File: src/rtl/fphub_pkg.sv
// +----------------------------------------------------------------------------+
// | fphub_pkg                                                                  |
// | Shared types, default widths and result classification for FPHUB stages.  |
// | Rev 1.0 - initial release                                                  |
// +----------------------------------------------------------------------------+
`default_nettype none

package fphub_pkg;

  localparam int FPHUB_M_DEFAULT = 23;
  localparam int FPHUB_E_DEFAULT = 8;

  typedef struct packed {
    logic cancel;
    logic sat;
    logic zero;
  } fphub_res_flags_t;

  // Sign is deliberately ignored: both signed zeros classify as zero.
  function automatic fphub_res_flags_t fphub_classify(
    input logic exp_all_zero,
    input logic exp_all_ones,
    input logic frac_all_zero
  );
    fphub_res_flags_t f;
    f.cancel = 1'b0;
    f.sat    = exp_all_ones;
    f.zero   = exp_all_zero & frac_all_zero;
    return f;
  endfunction

endpackage

`default_nettype wire

File: src/rtl/fphub_skid_buffer.sv
// +----------------------------------------------------------------------------+
// | fphub_skid_buffer                                                          |
// | Generic 2-entry valid/ready buffer: output register plus skid register.   |
// | Rev 1.0 - initial release                                                  |
// +----------------------------------------------------------------------------+
`default_nettype none

module fphub_skid_buffer #(
  parameter int W = 35
) (
  input  logic         clk,
  input  logic         rst_n,
  input  logic         in_valid,
  output logic         in_ready,
  input  logic [W-1:0] in_data,
  output logic         out_valid,
  input  logic         out_ready,
  output logic [W-1:0] out_data
);

  logic         r_or_valid;
  logic [W-1:0] r_or_data;
  logic         r_sr_valid;
  logic [W-1:0] r_sr_data;
  logic         r_in_ready;

  logic w_accept;
  logic w_deliver;

  assign w_accept  = in_valid & r_in_ready;
  assign w_deliver = r_or_valid & out_ready;

  // in_ready is its own flop so it never depends combinationally on out_ready.
  always_ff @(posedge clk or negedge rst_n) begin
    if (!rst_n) begin
      r_or_valid <= 1'b0;
      r_or_data  <= '0;
      r_sr_valid <= 1'b0;
      r_sr_data  <= '0;
      r_in_ready <= 1'b1;
    end else if (!r_or_valid) begin
      if (w_accept) begin
        r_or_data  <= in_data;
        r_or_valid <= 1'b1;
      end
    end else if (!r_sr_valid) begin
      if (w_accept && w_deliver) begin
        r_or_data <= in_data;
      end else if (w_accept) begin
        r_sr_data  <= in_data;
        r_sr_valid <= 1'b1;
        r_in_ready <= 1'b0;
      end else if (w_deliver) begin
        r_or_valid <= 1'b0;
      end
    end else if (w_deliver) begin
      r_or_data  <= r_sr_data;
      r_sr_valid <= 1'b0;
      r_in_ready <= 1'b1;
    end
  end

  assign in_ready  = r_in_ready;
  assign out_valid = r_or_valid;
  assign out_data  = r_or_data;

endmodule

`default_nettype wire

File: src/rtl/fphub_adder_result_stage.sv
// +----------------------------------------------------------------------------+
// | fphub_adder_result_stage                                                   |
// | Registered, back-pressurable output stage for the FPHUB adder with result |
// | classification and sticky status. FPHUB_RESULT_STATS_EN adds res_count.   |
// | Rev 1.0 - initial release                                                  |
// +----------------------------------------------------------------------------+
`default_nettype none

module fphub_adder_result_stage
  import fphub_pkg::*;
#(
  parameter int M         = FPHUB_M_DEFAULT,
  parameter int E         = FPHUB_E_DEFAULT,
  parameter int SHW       = $clog2(M),
  parameter int CANCEL_TH = 8
) (
  input  logic           clk,
  input  logic           rst_n,
  input  logic           in_valid,
  output logic           in_ready,
  input  logic [E+M:0]   in_z,
  input  logic           in_sub,
  input  logic [SHW-1:0] in_shift,
  output logic           out_valid,
  input  logic           out_ready,
  output logic [E+M:0]   out_z,
  output logic [2:0]     out_flags,
  input  logic           clr_status,
  output logic [2:0]     status
`ifdef FPHUB_RESULT_STATS_EN
  ,
  output logic [31:0]    res_count
`endif
);

  localparam int          c_zw        = E + M + 1;
  localparam int          c_pw        = c_zw + 3;
  localparam logic [31:0] c_cancel_th = CANCEL_TH;

  logic [E-1:0]     w_exp;
  logic [M-1:0]     w_frac;
  fphub_res_flags_t w_flags;
  logic [c_pw-1:0]  w_in_data;
  logic [c_pw-1:0]  w_out_data;
  logic             w_in_ready;
  logic             w_out_valid;
  logic             w_accept;
  logic             w_deliver;
  logic [2:0]       r_status;

  assign w_exp  = in_z[E+M-1:M];
  assign w_frac = in_z[M-1:0];

  always_comb begin
    w_flags        = fphub_classify(~|w_exp, &w_exp, ~|w_frac);
    w_flags.cancel = in_sub && (32'(in_shift) >= c_cancel_th);
  end

  assign w_in_data = {in_z, w_flags};

  fphub_skid_buffer #(
    .W (c_pw)
  ) u_skid (
    .clk       (clk),
    .rst_n     (rst_n),
    .in_valid  (in_valid),
    .in_ready  (w_in_ready),
    .in_data   (w_in_data),
    .out_valid (w_out_valid),
    .out_ready (out_ready),
    .out_data  (w_out_data)
  );

  assign w_accept  = in_valid & w_in_ready;
  assign w_deliver = w_out_valid & out_ready;

  // Clear is applied first so a same-cycle set survives it.
  always_ff @(posedge clk or negedge rst_n) begin
    if (!rst_n) begin
      r_status <= 3'b000;
    end else begin
      r_status <= (clr_status ? 3'b000 : r_status) | (w_accept ? w_flags : 3'b000);
    end
  end

`ifdef FPHUB_RESULT_STATS_EN
  logic [31:0] r_res_count;

  always_ff @(posedge clk or negedge rst_n) begin
    if (!rst_n) begin
      r_res_count <= 32'd0;
    end else if (clr_status) begin
      r_res_count <= w_deliver ? 32'd1 : 32'd0;
    end else if (w_deliver && (r_res_count != 32'hFFFF_FFFF)) begin
      r_res_count <= r_res_count + 32'd1;
    end
  end

  assign res_count = r_res_count;
`endif

  assign in_ready  = w_in_ready;
  assign out_valid = w_out_valid;
  assign out_z     = w_out_data[c_pw-1:3];
  assign out_flags = w_out_data[2:0];
  assign status    = r_status;

endmodule

`default_nettype wire

File: config.mk
export PLATFORM = sky130hd
export DESIGN_NAME = fphub_adder_result_stage
export DESIGN_NICKNAME = d
export VERILOG_FILES = /design/src/rtl/fphub_pkg.sv /design/src/rtl/fphub_skid_buffer.sv /design/src/rtl/fphub_adder_result_stage.sv
export SDC_FILE = /design/constraint.sdc
export NUM_CORES = 1
export LEC_CHECK = 0
export CORE_ASPECT_RATIO = 0.75
export CORE_UTILIZATION = 35
export CTS_CLUSTER_SIZE = 30
export DETAILED_ROUTE_END_ITERATION = 10
export GPL_TIMING_DRIVEN = 0
export HOLD_SLACK_MARGIN = 0.12
export PLACE_DENSITY = 0.57
export SYNTH_ARGS = -nofsm -noshare
export SYNTH_HDL_FRONTEND = slang
export SYNTH_SLANG_ARGS = --single-unit
export TNS_END_PERCENT = 30
File: constraint.sdc
create_clock -name clk -period 2.6 [get_ports clk]
set_clock_uncertainty 0.15 [all_clocks]
set_input_delay 0.52 -clock clk [delete_from_list [all_inputs] [get_ports clk]]
set_output_delay 0.52 -clock clk [all_outputs]
set_load 0.02 [all_outputs]
Yosys cells after proc, flatten, opt, wreduce, memory -nomap -nowiden --
Cells that the tools add are included.
Cells by class: divide/modulo/power cells 0, $lt $le $gt $ge 1, shift operators 0, multiply operators 0, equality and inequality tests 4, add/sub/neg operators 0, bitwise gates (word level) 6, reductions and logical operators 12, mux-type cells 19
Operators with widths (count):
- 35-bit two-way mux | 5
- 23-bit OR reduction | 1
- 1-bit two-way mux | 12
- 4-bit AND reduction | 2
- 8-bit AND reduction | 1
- 8-bit OR reduction | 1
- 3-bit two-way mux | 2
- 3-bit != test, second input constant | 2
- 5-bit by 4-bit >= comparator with 1-bit output, second input constant | 1
- 2-bit nonzero test | 2
- 1-bit bitwise AND | 3
- 3-bit bitwise OR | 1
- 3-bit AND reduction | 1
- 1-bit logical AND | 2
- 1-bit zero test | 2
- 2-bit by 1-bit != test with 1-bit output, second input constant | 1
- 2-bit != test, second input constant | 1
- 1-bit inverter | 2
Word-level totals: logic and storage cells 48, bits in registers 76, bits in latches 0, memory bits (writable) 0, bits in read-only memories 0, output and inout port bits 40, memories 0

Depth between registers and ports, before layout --
depth after elaboration 6, mapped depth 7, depth with buffers taken out 4

Modules after synthesis --
A second synthesis with hierarchy kept.
Second synthesis, totals: cells, all modules 224, area, all modules 3746.1 µm²
Modules (own cells, without submodules):
- fphub_skid_buffer | instances 1, sequential area each 1828.0 µm², cells each 200, area each 3522.1 µm²
- fphub_adder_result_stage | instances 1, sequential area each 75.1 µm², cells each 24, area each 224.0 µm²

Worst setup path after synthesis --
No wires, ideal clock.
path type register to register, from register u_skid.r_or_valid (netlist: u_skid.out_valid), to register u_skid.r_sr_data[10], clock period less this slack 1983 ps, cell stages (with the launch flop) 7, required time 2325 ps, buffers on the path 3, library setup time 125 ps, setup slack 617 ps, data arrival time 1708 ps, cell sequence dfrtp_1 > buf_4 > and2b_1 > or3b_1 > buf_6 > buf_6 > mux2_4
Between the ends: cells in the longest elaborated chain, start to end 4
Ends and longest elaborated chain:
- start, declared | RTL line fphub_skid_buffer.sv:21 | logic r_or_valid;
- start signal, assigned | RTL line fphub_skid_buffer.sv:36 | r_or_valid <= 1'b0;
- start signal, assigned | RTL line fphub_skid_buffer.sv:44 | r_or_valid <= 1'b1;
- start signal, assigned | RTL line fphub_skid_buffer.sv:54 | r_or_valid <= 1'b0;
- 1-bit bitwise AND | RTL line fphub_skid_buffer.sv:31 | assign w_deliver = r_or_valid & out_ready;
- 1-bit logical AND | RTL line fphub_skid_buffer.sv:47 | if (w_accept && w_deliver) begin
- 1-bit inverter (no line)
- 4-bit AND reduction (no line) (*)
- end signal, assigned | RTL line fphub_skid_buffer.sv:50 | r_sr_data <= in_data;
- end, declared | RTL line fphub_skid_buffer.sv:24 | logic [W-1:0] r_sr_data;
Every way passes the cells marked *; elsewhere a longest branch is shown, timed or not. A chain may end at the register's enable or synchronous reset.

Worst setup path after layout --
from input in_z[14], to register u_skid.r_sr_data[0]
Between the ends: cells in the longest elaborated chain, start to end 3
Ends and longest elaborated chain:
- start, declared | RTL line fphub_adder_result_stage.sv:21 | input logic [E+M:0] in_z,
- 23-bit OR reduction | RTL line fphub_adder_result_stage.sv:55 | w_flags = fphub_classify(~|w_exp, &w_exp, ~|w_frac);
- 1-bit zero test | RTL line fphub_adder_result_stage.sv:55
- 1-bit bitwise AND | RTL line fphub_pkg.sv:28 | f.zero = exp_all_zero & frac_all_zero;
No other way between the ends.

==> results.txt <==
The worst setup path is captured at a flop. The number of slew-limit violations in the final report came out at 0. The total power consumption of the routed design is 2.83 mW. The maximum number of pins on one net before global-route repair came out at 46.

The initial utilization of the core area, before any placement, comes to 0.366. The via density per instance came out at approximately 4.7. The overall track demand over capacity in global routing came out at 0.169. The core region is ~0.009 mm^2. The number of endpoints failing setup at the final stage came out at 0.

The required arrival time at the worst endpoint is ~2700 ps. The initial DRC count came out at 93. The TritonCTS clock tree is built. Global routing finished with a remaining overflow of 0. The kind of start point of the critical path is an input port.

Among cell families on the critical path, the largest total delay comes from simple AND/OR/NAND/NOR gates. The area growth from synthesis to layout is 40.5%. The wire length of the first global-routing pass came out at roughly 12000 um. Final hold analysis gives a worst-case slack of 328 ps.

The post-layout minimum cycle time is ~2300 ps. The slowest stage of the critical path is the sky130_fd_sc_hd__or4_1 cell. The I/O pin total came out at 83. The type of the setup path with the least slack is input port to flop. Fill cells in the final layout number around 870.

The power per unit of standard cell area is 602 mW/mm^2. The placement-stage worst setup slack came out at -6.21 ps. The netlist area before placement came out at 0.00335 mm^2.

The fraction of power consumed by sequential logic came out at 0.418. The path class of the tightest hold or removal check is flop to flop. The length of the first detailed-routing pass in iterations is 4.

The worst slew margin relative to its limit is 0.613. The number of routed nets with antenna violations is 0. Synthesis inferred 76 register bits. The arrival time of the worst setup path came out at around 2400 ps. The switching power came out at 535 uW. The area share of the leading cell type in the synthesized netlist came out at 0.561. In this run, distinct cell masters in the synthesized netlist total 25. The half-perimeter wire length after placement is between 5000 and 6000 um.

The number of buffers and inverters on the critical path came out at 1. The clock-pin slew on the worst setup and hold paths came out at around 50 ps. The switching share of total power is 0.189.

The total leakage power is about 2.4 nW. In this run, CTS created clock tree buffers numbering 9. Internal power comes to 2.30 mW. The highest clock rate is ~440 MHz.

The biggest area contributor in the post-synthesis netlist is sky130_fd_sc_hd__dfrtp_1. The buffer levels on the longest clock path came out at 2. The H-tree was split into 3 levels. The later pin in the worst-skew pair is clocked with a latency of 320 ps.

The post-route worst setup slack is between 300 and 400 ps. The clock net in this run drives a total of 76 sinks. In this run, post-CTS repair resized a total of 0 instances.

Yosys attributes the largest share of cell area to sky130_fd_sc_hd__dfrtp_1 56%, sky130_fd_sc_hd__mux2_4 12%, sky130_fd_sc_hd__mux2i_1 10%. After detailed routing, the number of remaining DRC violations is 0. The tool flagged a number of max-cap violations equal to 0.

The tree is rooted in a sky130_fd_sc_hd__clkbuf_16. Of the cells placed in the final design, the portion with a size suffix greater than 1 is 0.172. At the end of routability-driven placement, the weighted congestion stood at approximately 0.73.

The largest single stage delay on the critical path is roughly 540 ps. Yosys printed 0 warnings. Averaged over all synthesized cells, the footprint is roughly 12 um^2.

In this run the horizontal extent of the chip is 115 um. The maximum fanout count along the critical path is 3. The number of antenna violations at the first check in global routing came to 0. Synthesis produced a netlist with a net count of around 310. During placement, the flow inserted port buffers numbering ~80. In the final design database the tool counted around 410 nets. The die area came out at between 0.009 and 0.01 mm^2. The share of synthesized area occupied by flip-flops and latches came out at 0.568. The number of antenna diodes came out at 0. The count of hold-fix buffers inserted at cts is 1. The post-route clock period utilization came out at 0.872.

The run finished with clean final reports. The number of failing hold endpoints at the final stage is 0. The gate count of the mapped netlist came out at 270.

Setup repair after global routing left no endpoint under its margin. The transition time at the pin with the least slew margin is 580 ps. The number of global-route vias before repair came out at around 2300.

The mean routed wirelength per cell is around 16 um. The critical path goes through clkdlybuf4s50_1, or4_1, nor4_1, nand4_1, o21ai_0. The total wirelength of the detailed-routed design is between 7000 and 8000 um.

The die span in y came out at around 87 um. The share of total power dissipated in the clock network is 0.534. The initialized floorplan defines 30 standard-cell rows. Across the VDD grid, the largest voltage drop is roughly 0.00038 V. The share of total power dissipated in combinational logic is 0.048. The total setup buffers inserted after CTS is 0. For this block, the via count after detailed routing is approximately 2300.
-- registers in the layout (all words and copies together), names as in the netlist --
register	count
status	3
u_skid.in_ready	1
u_skid.out_data	35
u_skid.out_valid	1
u_skid.r_sr_data	35
u_skid.r_sr_valid	1
-- tightest hold or removal path, delay by kind of cell (launching register included) --
kind            cells  cell delay (ps)
flops               1              330
compound gates      1               60
simple gates        1               40
-- worst paths after layout --
check | endpoint | cells after the start | from | slack [ps]
worst max-delay path | u_skid.r_sr_data[0]$_DFFE_PN0P_ | 5 | in_z[14] | 330
worst min register to register | u_skid.r_sr_data[0]$_DFFE_PN0P_ | 2 | u_skid.r_sr_data[0]$_DFFE_PN0P_ | 330
max in group asynchronous | u_skid.in_ready$_DFFE_PN1P_ | 3 | rst_n | 1160
min in group asynchronous | u_skid.out_data[10]$_DFFE_PN0P_ | 2 | rst_n | 530
worst min-delay path | u_skid.r_sr_data[0]$_DFFE_PN0P_ | 2 | u_skid.r_sr_data[0]$_DFFE_PN0P_ | 330
worst max register to register | u_skid.out_data[1]$_DFFE_PN0P_ | 6 | u_skid.r_sr_valid$_DFFE_PN0P_ | 410
-- through the flow --
stage / setup TNS (ps) / utilization / std cells / cell area [um^2]
2_1_floorplan: 0 / - / 270 / 3350
3_3_place_gp: -145470 / 0.469 / 477 / 4300
3_5_place_dp: -6.21 / 0.472 / 478 / 4320
4_1_cts: 0 / 0.514 / 495 / 4700
5_1_grt: 0 / 0.514 / 495 / 4700
6_report: 0 / 0.514 / 495 / 4700
-- cells in the mapped netlist --
| cell | number |
|---|---|
| sky130_fd_sc_hd__dfrtp_1 | 75 |
| sky130_fd_sc_hd__a21oi_1 | 38 |
| sky130_fd_sc_hd__nor2_1 | 36 |
| sky130_fd_sc_hd__mux2i_1 | 34 |
| sky130_fd_sc_hd__mux2_4 | 26 |
| sky130_fd_sc_hd__mux2_2 | 7 |
| sky130_fd_sc_hd__nand2_1 | 7 |
| sky130_fd_sc_hd__nor4_1 | 7 |
| sky130_fd_sc_hd__clkbuf_1 | 6 |
| sky130_fd_sc_hd__buf_2 | 5 |
| sky130_fd_sc_hd__o21ai_0 | 5 |
| sky130_fd_sc_hd__buf_6 | 4 |
| sky130_fd_sc_hd__inv_1 | 4 |
| sky130_fd_sc_hd__nand4_1 | 3 |
| sky130_fd_sc_hd__a31oi_1 | 2 |
| sky130_fd_sc_hd__o22ai_1 | 2 |
| sky130_fd_sc_hd__a21oi_2 | 1 |
| sky130_fd_sc_hd__and2b_1 | 1 |
| sky130_fd_sc_hd__and3_1 | 1 |
| sky130_fd_sc_hd__and4_1 | 1 |
| sky130_fd_sc_hd__buf_4 | 1 |
| sky130_fd_sc_hd__dfstp_2 | 1 |
| sky130_fd_sc_hd__o32ai_1 | 1 |
| sky130_fd_sc_hd__or3b_1 | 1 |
| sky130_fd_sc_hd__or4_1 | 1 |
-- placed cells by master, fill, tap and decap left out, drive strengths merged --
cell type / netlist / routed
and3: 1 / 1
dfrtp: 75 / 75
bufinv: 0 / 3
mux2i: 34 / 34
a31oi: 2 / 2
clkbuf: 6 / 19
dlygate4sd3: 0 / 1
or4: 1 / 1
o22ai: 2 / 2
a21oi: 39 / 39
inv: 4 / 4
nor2: 36 / 36
nor4: 7 / 7
nand2: 7 / 7
dfstp: 1 / 1
o21ai: 5 / 5
o32ai: 1 / 1
and4: 1 / 1
and2b: 1 / 1
mux2: 33 / 33
or3b: 1 / 1
clkdlybuf4s50: 0 / 78
nand4: 3 / 3
buf: 10 / 12
-- per-layer routing --
metal / wire length [um] / global-route usage
met3: 296 / 0.0476
met2: 3230 / 0.242
met5: 0 / 0
met4: 67 / 0.0413
met1: 4140 / 0.252
-- power by group through the flow --
stage	combinational, mW	clock, mW	sequential [mW]
finish	0.135	1.51	1.18
global route	0.149	1.60	1.18
CTS	0.138	1.54	1.18
detailed placement	0.137	0	1.21
global placement	0.131	0	1.21
floorplan	0.0207	0	1.21
-- logic make-up (layout without fill, tap and decap cells) --
group / after synthesis / count (layout) / synth area share
flip-flops: 76 / 76 / 0.568
multiplexers: 67 / 67 / 0.242
AND/OR/NAND/NOR: 58 / 58 / 0.0785
AO/OA/AOI/OAI: 49 / 49 / 0.0770
buffers and inverters: 20 / 117 / 0.0344
-- area by class of cell --
cell class	instances	area, um^2	share of cell area
Tap cell	128	160	0.0340
Multi-Input combinational cell	174	1330	0.283
Sequential cell	76	1900	0.405
Timing Repair Buffer	81	826	0.176
Buffer	16	100	0.0213
Clock buffer	13	280	0.0596
Inverter	4	15.0	0.00319
Clock inverter	3	90.1	0.0191
No activity file was read; power rests on OpenSTA's default activity.
